==> src/rtl/axi4s_long_divider.sv <==
// axi4s_long_divider: AXI4-S responder computing (dividend << Q_BITS_P) / divisor by restoring division.
// Define AXI4S_LONG_DIVIDER_SIGNED_EN for two's-complement operands; the default build is unsigned.
module axi4s_long_divider #(
  parameter int AXI_DATA_WIDTH_P = 32,
  parameter int AXI_ID_WIDTH_P   = 4,
  parameter int N_BITS_P         = 32,
  parameter int Q_BITS_P         = 16
) (
  input  logic                        clk,
  input  logic                        rst_n,
  input  logic                        ing_tvalid,
  output logic                        ing_tready,
  input  logic [AXI_DATA_WIDTH_P-1:0] ing_tdata,
  input  logic                        ing_tlast,
  input  logic [AXI_ID_WIDTH_P-1:0]   ing_tid,
  output logic                        egr_tvalid,
  input  logic                        egr_tready,
  output logic [AXI_DATA_WIDTH_P-1:0] egr_tdata,
  output logic                        egr_tlast,
  output logic [AXI_ID_WIDTH_P-1:0]   egr_tid,
  output logic                        egr_tuser
);
  localparam int W_C  = N_BITS_P + Q_BITS_P;
  localparam int CW_C = $clog2(W_C + 1);
  typedef enum logic [1:0] {IDLE_E, WAIT_DIVISOR_E, DIVIDE_E, OUTPUT_E} state_t;
  state_t                      r_state;
  logic [N_BITS_P-1:0]         r_dividend, r_den, r_rem;
  logic [W_C-1:0]              r_num;
  logic [CW_C-1:0]             r_cnt;
  logic                        r_sign;
  logic                        r_tvalid, r_tlast, r_tuser;
  logic [AXI_DATA_WIDTH_P-1:0] r_tdata;
  logic [AXI_ID_WIDTH_P-1:0]   r_tid;
  logic [N_BITS_P-1:0]         w_op, w_dvd_mag, w_dvs_mag, w_sat;
  logic [N_BITS_P:0]           w_rem_sh;
  logic [W_C-1:0]              w_quo_nx;
  logic                        w_hs, w_ge, w_sign, w_ovf;
  logic [AXI_DATA_WIDTH_P-1:0] w_res, w_dz;
  assign w_op       = ing_tdata[N_BITS_P-1:0];
  assign ing_tready = (r_state == IDLE_E) || (r_state == WAIT_DIVISOR_E);
  assign w_hs       = ing_tvalid && ing_tready;
  // r_num shifts the dividend out of its MSB while quotient bits enter at the LSB
  assign w_rem_sh   = {r_rem, r_num[W_C-1]};
  assign w_ge       = w_rem_sh >= {1'b0, r_den};
  assign w_quo_nx   = {r_num[W_C-2:0], w_ge};
`ifdef AXI4S_LONG_DIVIDER_SIGNED_EN
  localparam logic [N_BITS_P-1:0] MAX_C = {1'b0, {(N_BITS_P-1){1'b1}}};
  localparam logic [N_BITS_P-1:0] MIN_C = ~MAX_C;
  assign w_dvd_mag = r_dividend[N_BITS_P-1] ? -r_dividend : r_dividend;
  assign w_dvs_mag = w_op[N_BITS_P-1] ? -w_op : w_op;
  assign w_sign    = r_dividend[N_BITS_P-1] ^ w_op[N_BITS_P-1];
  assign w_ovf     = w_quo_nx > (r_sign ? W_C'(MIN_C) : W_C'(MAX_C));
  assign w_sat     = w_ovf ? (r_sign ? MIN_C : MAX_C) :
                     (r_sign ? -w_quo_nx[N_BITS_P-1:0] : w_quo_nx[N_BITS_P-1:0]);
  assign w_res     = AXI_DATA_WIDTH_P'($signed(w_sat));
  assign w_dz      = AXI_DATA_WIDTH_P'($signed(r_dividend[N_BITS_P-1] ? MIN_C : MAX_C));
  wire w_unused = &{1'b0, ing_tdata};
`else
  localparam logic [N_BITS_P-1:0] MAX_C = '1;
  assign w_dvd_mag = r_dividend;
  assign w_dvs_mag = w_op;
  assign w_sign    = 1'b0;
  assign w_ovf     = w_quo_nx > W_C'(MAX_C);
  assign w_sat     = w_ovf ? MAX_C : w_quo_nx[N_BITS_P-1:0];
  assign w_res     = AXI_DATA_WIDTH_P'(w_sat);
  assign w_dz      = AXI_DATA_WIDTH_P'(MAX_C);
  wire w_unused = &{1'b0, ing_tdata, r_sign};
`endif
  always_ff @(posedge clk or negedge rst_n)
    if (!rst_n) begin
      r_state    <= IDLE_E;
      r_dividend <= '0;
      r_den      <= '0;
      r_rem      <= '0;
      r_num      <= '0;
      r_cnt      <= '0;
      r_sign     <= 1'b0;
      r_tvalid   <= 1'b0;
      r_tlast    <= 1'b0;
      r_tuser    <= 1'b0;
      r_tdata    <= '0;
      r_tid      <= '0;
    end else
      case (r_state)
        IDLE_E:
          if (w_hs && !ing_tlast) begin
            r_dividend <= w_op;
            r_state    <= WAIT_DIVISOR_E;
          end
        WAIT_DIVISOR_E:
          if (w_hs && !ing_tlast) r_dividend <= w_op;
          else if (w_hs) begin
            r_tid <= ing_tid;
            r_den <= w_dvs_mag;
            if (w_op == '0) begin
              r_tdata  <= w_dz;
              r_tuser  <= 1'b1;
              r_tvalid <= 1'b1;
              r_tlast  <= 1'b1;
              r_state  <= OUTPUT_E;
            end else begin
              r_num   <= W_C'(w_dvd_mag) << Q_BITS_P;
              r_rem   <= '0;
              r_cnt   <= CW_C'(W_C);
              r_sign  <= w_sign;
              r_state <= DIVIDE_E;
            end
          end
        DIVIDE_E: begin
          r_rem <= w_ge ? N_BITS_P'(w_rem_sh - {1'b0, r_den}) : w_rem_sh[N_BITS_P-1:0];
          r_num <= w_quo_nx;
          r_cnt <= r_cnt - 1'b1;
          if (r_cnt == CW_C'(1)) begin
            r_tdata  <= w_res;
            r_tuser  <= w_ovf;
            r_tvalid <= 1'b1;
            r_tlast  <= 1'b1;
            r_state  <= OUTPUT_E;
          end
        end
        default:
          if (egr_tready) begin
            r_tvalid <= 1'b0;
            r_tlast  <= 1'b0;
            r_state  <= IDLE_E;
          end
      endcase
  assign egr_tvalid = r_tvalid;
  assign egr_tdata  = r_tdata;
  assign egr_tlast  = r_tlast;
  assign egr_tid    = r_tid;
  assign egr_tuser  = r_tuser;
endmodule

==> config.mk <==
export PLATFORM = sky130hd
export DESIGN_NAME = axi4s_long_divider
export DESIGN_NICKNAME = d
export VERILOG_FILES = /design/src/rtl/axi4s_long_divider.sv
export SDC_FILE = /design/constraint.sdc
export NUM_CORES = 1
export LEC_CHECK = 0
export ABC_AREA = 0
export CAP_MARGIN = 20
export CORE_MARGIN = 2
export CORE_UTILIZATION = 40
export DETAILED_ROUTE_END_ITERATION = 12
export GPL_ROUTABILITY_DRIVEN = 0
export MAX_ROUTING_LAYER = met4
export SLEW_MARGIN = 20
export SYNTH_ARGS = -nofsm -noshare
export SYNTH_HDL_FRONTEND = slang
export SYNTH_SLANG_ARGS = --single-unit
==> constraint.sdc <==
create_clock -name clk -period 3.3 [get_ports clk]
set_input_delay 0.495 -clock clk [delete_from_list [all_inputs] [get_ports clk]]
set_output_delay 0.495 -clock clk [all_outputs]
set_load 0.005 [all_outputs]
==> flow_metrics.py <==
metrics = {
    "run_status": {
        "status": "finished clean",
    },
    "route": {
        "wirelength_mm": 26.0,
        "drtIter0Drc": 587,
        "vias": 7654,
        "drc": 0,
        "vias_per_cell": 5.34,
        "wl_per_cell_um": 18.1,
        "postRouteAntennaNets": 0,
        "drt_pass1_iterations": 4,
    },
    "setup_path": {
        "critPathLaunchType": "register",
        "reg2reg_depth": 10,
        "worstPathArrival_ns": 3.32,
        "worstPathRequired_ns": 3.63,
        "critical_path_class": "register to register",
        "crit_path_end_kind": "register",
        "r2r_slack_ns": 0.32,
        "critPathMaxFanout": 14,
    },
    "pwr": {
        "p_leak_nw": 5.20,
        "p_per_area_nw_per_um2": 870,
        "power_w": 0.0104,
        "vdd_ir_drop_max_uv": 454,
    },
    "synthesis": {
        "synth_top_family_by_area": "compound AO/OA/AOI/OAI gates",
        "synthAdderAreaFrac_pct": 4.93,
        "synth-warning-count": 0,
        "synth_compound_area_share_pct": 13.9,
        "ys_ff_latch": 190,
        "syn_area_um2": 10100,
        "synth-xor-area-share_pct": 2.61,
        "synthFlopType": "dfrtp_1",
        "yosysSeqAreaShare_pct": 47.3,
        "synth_cell_types": 66,
        "synthCells": 1016,
        "syn_nets": 1096,
        "synthSimpleGateAreaFrac_pct": 13.3,
        "synthTopCellsByCount": "dfrtp_1 (190), nand2_1 (125), nor2_1 (84)",
        "synth.area.mux_share_pct": 13.5,
        "async_flop_share_pct": 100,
        "synth_edf_count": 0,
        "yosys.area.top_type": "dfrtp_1",
        "synth_top_area_share_pct": 47.3,
        "ys_top_cells_by_area": "dfrtp_1 (47%), mux2_2 (7.1%), mux2i_1 (5.2%)",
        "syn_area_per_cell_um2": 9.90,
        "synth_most_common_cell": "dfrtp_1",
    },
    "floorplan": {
        "die_x_um": 163,
        "die_area_um2": 26400,
        "fp.dieH_um": 163,
        "core_area_um2": 25000,
        "io_pins": 81,
        "rows": 58,
        "start_util_pct": 40.3,
    },
    "clock_network": {
        "cts_buffers": 17,
        "holdBufCountCts": 0,
        "clk_pin_slew_ns": 0.08,
        "h-tree-depth": 4,
        "clk_latency_ns": 0.44,
        "clkSinkCount": 190,
        "clockBufferDepth": 2,
        "postCtsSetupBuffers": 0,
        "root_buffer": "clkbuf_16",
        "cts_tree": "yes",
    },
    "global_routing": {
        "grt_most_used_layer": "met2",
        "grt_pass1_wl_mm": 42.5,
        "grt_overflow": 0,
        "use_met3_pct": 4.66,
        "track_usage_pct": 21.2,
        "globalRouteMet2Util_pct": 32.2,
        "antenna_found_initial": 0,
        "grt_use_met1_pct": 28.7,
        "grt_pass1_vias": 7684,
        "grt_max_degree": 88,
    },
    "sta": {
        "slew_headroom_pct": 47.4,
        "fin_tns_setup_ns": 0,
        "hold_violations": 0,
        "max_freq_mhz": 335,
        "holdWs_ns": 0.0829,
        "rsz0062_at_grt": "no",
        "fin_crit_ns": 2.98,
        "fin_crit_sh_pct": 90.5,
        "maxSlewViolCount": 0,
        "finClkSkew_ns": 0.0150,
        "finalSetupViolCount": 0,
        "tightest_slew_ns": 0.789,
    },
    "layout": {
        "fin_nets": 1169,
        "area_growth_pct": 19.1,
        "design_area_um2": 12000,
        "insertedDiodeCount": 0,
        "post-route-util_pct": 48.0,
        "fill_cells": 2382,
        "drive_above_1_share_pct": 13.8,
    },
    "placed_design": {
        "place_area_um2": 11300,
        "dp_hpwl_mm": 19.2,
        "numPortBuffers": 80,
    },
    "hold_path": {
        "hold_path.class": "primary input to asynchronous set/reset pin",
    },
    "job": {
        "max_cap_viol_count": 0,
    },
}
==> what timing repair did <==
action	CTS	global route
endpoints found under the hold margin	0	0
resized for setup	0	2
setup endpoints to repair	0	35
==> state kept, by name (all words and copies together) (netlist names), 2 cells and up <==
signal / count
r_cnt: 6
r_rem: 32
r_den: 32
egr_tid: 4
r_dividend: 32
egr_tdata: 32
r_state: 2
r_num: 48
==> cell type report <==
cell class,count,area [um2],area share (%)
clock buffer,17,425,3.55
tap,330,413,3.45
inverter,52,195,1.63
sequential,190,4750,39.7
timing repair buffer,110,1090,9.12
clock inverter,15,193,1.61
multi-input combinational,718,4900,40.9
==> cells in the final DEF (no fill, tap or decap), drive strengths merged, types with 4 or more instances in the layout <==
master / count
nor4: 13
nand2: 127
nor2b: 6
xnor2: 20
mux2: 74
inv: 58
clkbuf: 18
nor3: 10
xor2: 10
o21a: 10
a211oi: 6
a21oi: 68
dfrtp: 190
o221ai: 10
clkinv: 8
a21o: 11
nand3: 29
o21bai: 5
buf: 30
and3: 4
ha: 38
nand4: 11
mux2i: 52
a21boi: 5
o21ai: 81
nor2: 85
clkdlybuf4s50: 79
o31ai: 6
==> where the power goes <==
group          leakage (nW)  internal, W  switching (W)
logic                  2.63      0.00197        0.00275
registers              2.28      0.00305       0.000526
clock network         0.293      0.00104        0.00108
total                  5.20      0.00606        0.00436
==> per-stage QoR <==
stage | worst slack (ns) | cells
floorplan | 0.900 | 1016
global placement | -0.311 | 1400
detailed placement | -0.244 | 1400
CTS | 0.217 | 1432
global route | 0.143 | 1432
finish | 0.315 | 1432
==> cells by family after synthesis <==
kind of cell | after synthesis
AND/OR/NAND/NOR | 299
AO/OA/AOI/OAI | 224
flip-flops | 190
multiplexers | 126
buffers and inverters | 108
adder cells (fa/ha/maj) | 39
XOR/XNOR | 30
==> final timing paths <==
kind / startpoint / end
max: r_rem[27] / r_rem[16]
min: rst_n / r_den[15]
max reg2reg: r_rem[27] / r_rem[16]
min reg2reg: r_dividend[12] / r_dividend[12]
max in group asynchronous: rst_n / egr_tid[1]
min in group clk: r_dividend[12] / r_dividend[12]
==> layer usage <==
layer | share of wire [%] | up-vias
met1 | 47 | 3779
met2 | 46 | 136
met5 | 0 | -
li1 | - | 3707
met4 | 2.2 | 0
met3 | 4.4 | 32
==> critical path, cell delays in order, from the launching register on <==
cell       delay (ns)
dfrtp_1          0.43
ha_1             0.44
nand4_1          0.23
nor4_2           0.36
o21ai_1          0.11
a21oi_1          0.32
a2111oi_4        0.14
nor2_8           0.30
buf_12           0.21
mux2i_1          0.24
o21ai_1          0.08
Power figures use the tool's default switching activity.
